[src/rtl/cursor_grid_ctrl.sv]
// Grid cursor controller: debounced 4-key navigation plus a registered VGA outline overlay.
// Optional key auto-repeat is enabled by defining CURSOR_AUTOREPEAT_EN.
module cursor_grid_ctrl #(
    parameter int          GRID_COLS       = 10,
    parameter int          GRID_ROWS       = 10,
    parameter int          CELL_W          = 32,
    parameter int          CELL_H          = 32,
    parameter int          X_ORIGIN        = 160,
    parameter int          Y_ORIGIN        = 80,
    parameter int          BORDER          = 3,
    parameter logic [23:0] CUR_COLOR       = 24'hFF0000,
    parameter int          WRAP            = 1,
    parameter int          DEBOUNCE_CYCLES = 500000
`ifdef CURSOR_AUTOREPEAT_EN
    ,
    parameter int          REPEAT_FIRST    = 25000000,
    parameter int          REPEAT_NEXT     = 6250000
`endif
) (
    input  logic        clk,
    input  logic        rst,
    input  logic [3:0]  key_n,
    input  logic        move_en,
    input  logic [9:0]  xPixel,
    input  logic [9:0]  yPixel,
    input  logic        active_pixels,
    output logic [4:0]  cur_col,
    output logic [4:0]  cur_row,
    output logic        moved,
    output logic [23:0] vga_color
);

    localparam int         DBW     = $clog2(DEBOUNCE_CYCLES + 1);
    localparam logic [4:0] COL_MAX = 5'(GRID_COLS - 1);
    localparam logic [4:0] ROW_MAX = 5'(GRID_ROWS - 1);
    localparam logic [10:0] XO = 11'(X_ORIGIN);
    localparam logic [10:0] YO = 11'(Y_ORIGIN);
    localparam logic [10:0] CW = 11'(CELL_W);
    localparam logic [10:0] CH = 11'(CELL_H);
    localparam logic [10:0] BW = 11'(BORDER);

    typedef enum logic [1:0] {IDLE, HELD, RELEASED} key_state_t;

    logic [3:0]     sync1, sync2, acc;
    logic [DBW-1:0] db_cnt [4];
    key_state_t     state_q [4];
    key_state_t     state_d [4];
    logic [3:0]     press, evt_q, rpt_fire, mv;
    logic [4:0]     col_d, row_d;

    // Synchronizers reset to the released level so reset never looks like a press.
    always_ff @(posedge clk) begin
        if (rst) begin
            sync1 <= '1;
            sync2 <= '1;
        end else begin
            sync1 <= key_n;
            sync2 <= sync1;
        end
    end

    // Counter runs only while the synchronized level differs from the accepted one.
    always_ff @(posedge clk) begin
        if (rst) begin
            acc <= '1;
            for (int unsigned i = 0; i < 4; i++) db_cnt[i] <= '0;
        end else begin
            for (int unsigned i = 0; i < 4; i++) begin
                if (sync2[i] == acc[i]) begin
                    db_cnt[i] <= '0;
                end else if (db_cnt[i] == DBW'(DEBOUNCE_CYCLES - 1)) begin
                    acc[i]    <= sync2[i];
                    db_cnt[i] <= '0;
                end else begin
                    db_cnt[i] <= db_cnt[i] + DBW'(1);
                end
            end
        end
    end

    always_ff @(posedge clk) begin
        if (rst) begin
            for (int unsigned i = 0; i < 4; i++) state_q[i] <= IDLE;
        end else begin
            for (int unsigned i = 0; i < 4; i++) state_q[i] <= state_d[i];
        end
    end

    always_comb begin
        for (int unsigned i = 0; i < 4; i++) begin
            state_d[i] = state_q[i];
            case (state_q[i])
                IDLE:     if (!acc[i]) state_d[i] = HELD;
                HELD:     if (acc[i])  state_d[i] = RELEASED;
                RELEASED: state_d[i] = IDLE;
                default:  state_d[i] = IDLE;
            endcase
        end
    end

    always_comb begin
        press = '0;
        for (int unsigned i = 0; i < 4; i++)
            press[i] = ((state_q[i] == IDLE) && (state_d[i] == HELD)) || rpt_fire[i];
    end

`ifdef CURSOR_AUTOREPEAT_EN
    localparam int RW = $clog2(((REPEAT_FIRST > REPEAT_NEXT) ? REPEAT_FIRST : REPEAT_NEXT) + 1);

    logic [RW-1:0] rpt_cnt [4];
    logic [3:0]    rpt_first;

    always_comb begin
        rpt_fire = '0;
        for (int unsigned i = 0; i < 4; i++)
            rpt_fire[i] = (state_q[i] == HELD) && !acc[i] &&
                          (rpt_cnt[i] == (rpt_first[i] ? RW'(REPEAT_FIRST - 1) : RW'(REPEAT_NEXT - 1)));
    end

    always_ff @(posedge clk) begin
        if (rst) begin
            rpt_first <= '1;
            for (int unsigned i = 0; i < 4; i++) rpt_cnt[i] <= '0;
        end else begin
            for (int unsigned i = 0; i < 4; i++) begin
                if ((state_q[i] != HELD) || acc[i]) begin
                    rpt_cnt[i]   <= '0;
                    rpt_first[i] <= 1'b1;
                end else if (rpt_fire[i]) begin
                    rpt_cnt[i]   <= '0;
                    rpt_first[i] <= 1'b0;
                end else begin
                    rpt_cnt[i] <= rpt_cnt[i] + RW'(1);
                end
            end
        end
    end
`else
    assign rpt_fire = '0;
`endif

    always_ff @(posedge clk) begin
        if (rst) evt_q <= '0;
        else     evt_q <= press;
    end

    assign mv = evt_q & {4{move_en}};

    // Opposing events cancel; one horizontal plus one vertical gives a diagonal.
    always_comb begin
        col_d = cur_col;
        row_d = cur_row;
        if (mv[0] && !mv[1])
            col_d = (cur_col == COL_MAX) ? ((WRAP != 0) ? 5'd0 : cur_col) : cur_col + 5'd1;
        else if (mv[1] && !mv[0])
            col_d = (cur_col == 5'd0) ? ((WRAP != 0) ? COL_MAX : cur_col) : cur_col - 5'd1;
        if (mv[2] && !mv[3])
            row_d = (cur_row == ROW_MAX) ? ((WRAP != 0) ? 5'd0 : cur_row) : cur_row + 5'd1;
        else if (mv[3] && !mv[2])
            row_d = (cur_row == 5'd0) ? ((WRAP != 0) ? ROW_MAX : cur_row) : cur_row - 5'd1;
    end

    always_ff @(posedge clk) begin
        if (rst) begin
            cur_col <= '0;
            cur_row <= '0;
            moved   <= 1'b0;
        end else begin
            cur_col <= col_d;
            cur_row <= row_d;
            moved   <= (col_d != cur_col) || (row_d != cur_row);
        end
    end

    logic [10:0] px, py, x0, y0;
    logic        in_x, in_y, edge_x, edge_y;

    always_comb begin
        px     = {1'b0, xPixel};
        py     = {1'b0, yPixel};
        x0     = XO + 11'(cur_col) * CW;
        y0     = YO + 11'(cur_row) * CH;
        in_x   = (px >= x0) && (px < x0 + CW);
        in_y   = (py >= y0) && (py < y0 + CH);
        edge_x = (px < x0 + BW) || (px >= x0 + CW - BW);
        edge_y = (py < y0 + BW) || (py >= y0 + CH - BW);
    end

    always_ff @(posedge clk) begin
        if (rst)
            vga_color <= '0;
        else if (active_pixels && in_x && in_y && (edge_x || edge_y))
            vga_color <= CUR_COLOR;
        else
            vga_color <= '0;
    end

endmodule

[config.mk]
export PLATFORM = sky130hd
export DESIGN_NAME = cursor_grid_ctrl
export DESIGN_NICKNAME = d
export VERILOG_FILES = /design/src/rtl/cursor_grid_ctrl.sv
export SDC_FILE = /design/constraint.sdc
export NUM_CORES = 1
export LEC_CHECK = 0
export CAP_MARGIN = 20
export CORE_MARGIN = 4
export CORE_UTILIZATION = 63
export DETAILED_ROUTE_END_ITERATION = 8
export GPL_ROUTABILITY_DRIVEN = 0
export HOLD_SLACK_MARGIN = 0.08
export MAX_ROUTING_LAYER = met4
export PLACE_DENSITY = 0.86
export SLEW_MARGIN = 40
export SYNTH_ARGS = -nofsm -noshare
export SYNTH_HDL_FRONTEND = slang
export SYNTH_SLANG_ARGS = --single-unit
[constraint.sdc]
create_clock -name clk -period 6.1 [get_ports clk]
set_clock_uncertainty 0.15 [all_clocks]
set_input_delay 1.22 -clock clk [delete_from_list [all_inputs] [get_ports clk]]
set_output_delay 1.22 -clock clk [all_outputs]
set_load 0.02 [all_outputs]
==> results.ini <==
[timing]
maxSlewHeadroom_pct = 58.0
max_freq_ghz = 0.269
period_minus_slack_ns = 3.72
grt_setup_unrepaired = false
hold_ws_ns = 0.265
setup_tns_ns = 0
slew_viol_final = 0
finalCritPeriodShare_pct = 60.9
worstMarginPinSlew_ns = 0.629
final-setup-viol-count = 0
hold_viol_final = 0

[grt]
grt_pass1_vias = 5188
antenna_found_initial = 0
grt_max_degree = 30
grt_pass1_wl_um = 23100
gr-total-overflow = 0
grt_util_all_layers_pct = 22.5

[clock_tree]
numCtsBuffers = 9
cts_max_path_buffers = 2
clock-sinks = 112
path_clk_slew_ns = 0.10
cts_tree = yes
cts.repair.resized = 0
h-tree-depth = 3
insertion_delay_ns = 0.38
hold_buffers = 0
clock-root-buffer = clkbuf_8
cts_setup_buffers = 0

[floorplan]
rows = 37
start_util_pct = 65.5
die_area_sq_um = 12600
pin_count = 63
die_y_um = 112
die_w_um = 112
coreArea_sq_um = 10500

[logic_synthesis]
synthFlopType = edfxtp_1
ys_seq_area_share_pct = 43.8
async_flop_share_pct = 0
synthCells = 707
syn_area_per_cell_sq_um = 9.69
netlist_area_sq_um = 6850
netlist-cell-type-count = 61
ys_warn_count = 0
synth_seq_cells = 112
synth_edf_count = 76

[routing]
wl_um = 13100
vias = 5208
highest_layer = met4
ant_nets = 0
via_per_inst = 5.46
route.met2.wl_um = 6480
drtIter0Drc = 383
drc = 0
firstDrtPassIters = 4
met3_length_um = 724
routedWlPerCell_um = 13.7
m1WireLength_um = 5710

[cells_and_area]
layout.nets = 885
utilization_pct = 73.7
syn2layout_area_growth_pct = 12.6
drive_above_1_share_pct = 4.28
n_antenna_cell = 0

[worst_setup_path]
r2r_slack_ns = 2.38
critPathArrivalTime_ns = 3.82
path_class = register to register
critPathMaxFanout = 16
required_ns = 6.20
worstSetupStartpointType = register
end_kind = register

[power_and_ir_drop]
powerDensity_nw_per_um2 = 177
p_total_mw = 1.36
peakVddDrop_mv = 0.129
power_leakage_nw = 2.82

[place]
hpwl_um = 9900
port_buffers = 46

[min_path]
min-delay-path-class = register to register

[outcome]
status = complete, no violations

[run]
maxCapViolations = 0

final cells by class:
class                      count  area (sq um)
multi-input combinational    620          3820
sequential                   112          3000
fill                         764          2750
timing repair buffer          47           463
tap                          136           170
clock buffer                  10           128
inverter                      23          86.3
clock inverter                 6          42.5
where the power goes:
group          total [mW]  leakage (nW)  internal [mW]  switching [mW]
clock network       0.403        0.0847          0.151           0.252
registers           0.859          1.08          0.834          0.0250
logic               0.102          1.66         0.0456          0.0568
total                1.36          2.82           1.03           0.334
synthesized netlist by cell type, drive strengths merged (2+ instances only):
cell | count | area, sq um
a2111oi | 2 | 17.5
a211o | 4 | 35.0
a211oi | 7 | 52.6
a21o | 6 | 45.0
a21oi | 19 | 98.9
a221oi | 2 | 23.8
a31oi | 2 | 12.5
and2 | 2 | 12.5
and3 | 11 | 70.1
and4 | 9 | 80.1
buf | 38 | 265
clkbuf | 4 | 15.0
conb | 2 | 7.51
dfxtp | 36 | 721
edfxtp | 76 | 2280
ha | 44 | 551
inv | 22 | 82.6
mux2i | 7 | 70.1
nand2 | 52 | 195
nand2b | 2 | 12.5
nand3 | 46 | 230
nand3b | 3 | 22.5
nand4 | 18 | 113
nor2 | 102 | 383
nor2b | 8 | 50.1
nor3 | 25 | 125
nor4 | 13 | 87.6
nor4b | 4 | 35.0
nor4bb | 2 | 20.0
o21a | 3 | 22.5
o21ai | 15 | 78.8
o21bai | 3 | 22.5
o31a | 2 | 17.5
or2 | 11 | 68.8
or3 | 5 | 31.3
xnor2 | 42 | 368
xor2 | 45 | 413
state kept, by name, indices dropped and copies added, names as in the netlist:
| register | cells |
|---|---|
| db_cnt | 76 |
| state_q | 8 |
| cur_col | 5 |
| cur_row | 5 |
| acc | 4 |
| evt_q | 4 |
| sync1 | 4 |
| sync2 | 4 |
| moved | 1 |
| vga_color | 1 |
critical path: stages, from the launching register on:
cell	delay, ns
dfxtp_1	0.74
inv_1	0.24
ha_1	0.44
nor2b_1	0.26
mux2i_1	0.28
xnor2_1	0.22
xnor2_1	0.13
ha_1	0.21
a2111oi_0	0.46
nor2_1	0.10
o2bb2ai_1	0.22
a311oi_2	0.13
metal layers:
layer | vias up | track usage [%]
li1 | 2615 | -
met1 | 2410 | 27.4
met2 | 165 | 37.8
met3 | 18 | 3.94
met4 | 0 | 7.93
met5 | - | -
cells in the final DEF, fill, tap and decap left out, types with 25 or more instances in the layout:
| master | instances |
|---|---|
| dfxtp_1 | 36 |
| edfxtp_1 | 76 |
| ha_1 | 44 |
| clkdlybuf4s50_1 | 45 |
| xnor2_1 | 42 |
| xor2_1 | 44 |
| nand2_1 | 52 |
| nor2_1 | 102 |
| nor3_1 | 25 |
| nand3_1 | 46 |
| conb_1 | 92 |
path summary, 6_finish.rpt:
check,cells after the start,start,end
worst min-delay path,1,sync1[0],sync2[0]
worst max-delay path,11,cur_col[0],vga_color[22]
worst min register to register,1,sync1[0],sync2[0]
worst max register to register,11,cur_col[0],vga_color[22]
cell families after synthesis:
family | share of synthesized area (%)
simple gates | 22.7
flops | 43.8
xor+xnor | 11.4
fa+ha+maj | 8.04
buf+inv | 5.35
other cells | 0.110
mux | 1.02
compound gates | 7.58
metrics by stage:
stage          setup slack [ns]  cells  area [sq um]
2_1_floorplan              3.11    797          7190
3_3_place_gp               2.61    938          7550
3_5_place_dp               2.47    938          7550
4_1_cts                    2.45    954          7720
5_1_grt                    2.22    954          7710
6_report                   2.38    954          7710
No activity file was read; power rests on OpenSTA's default activity.
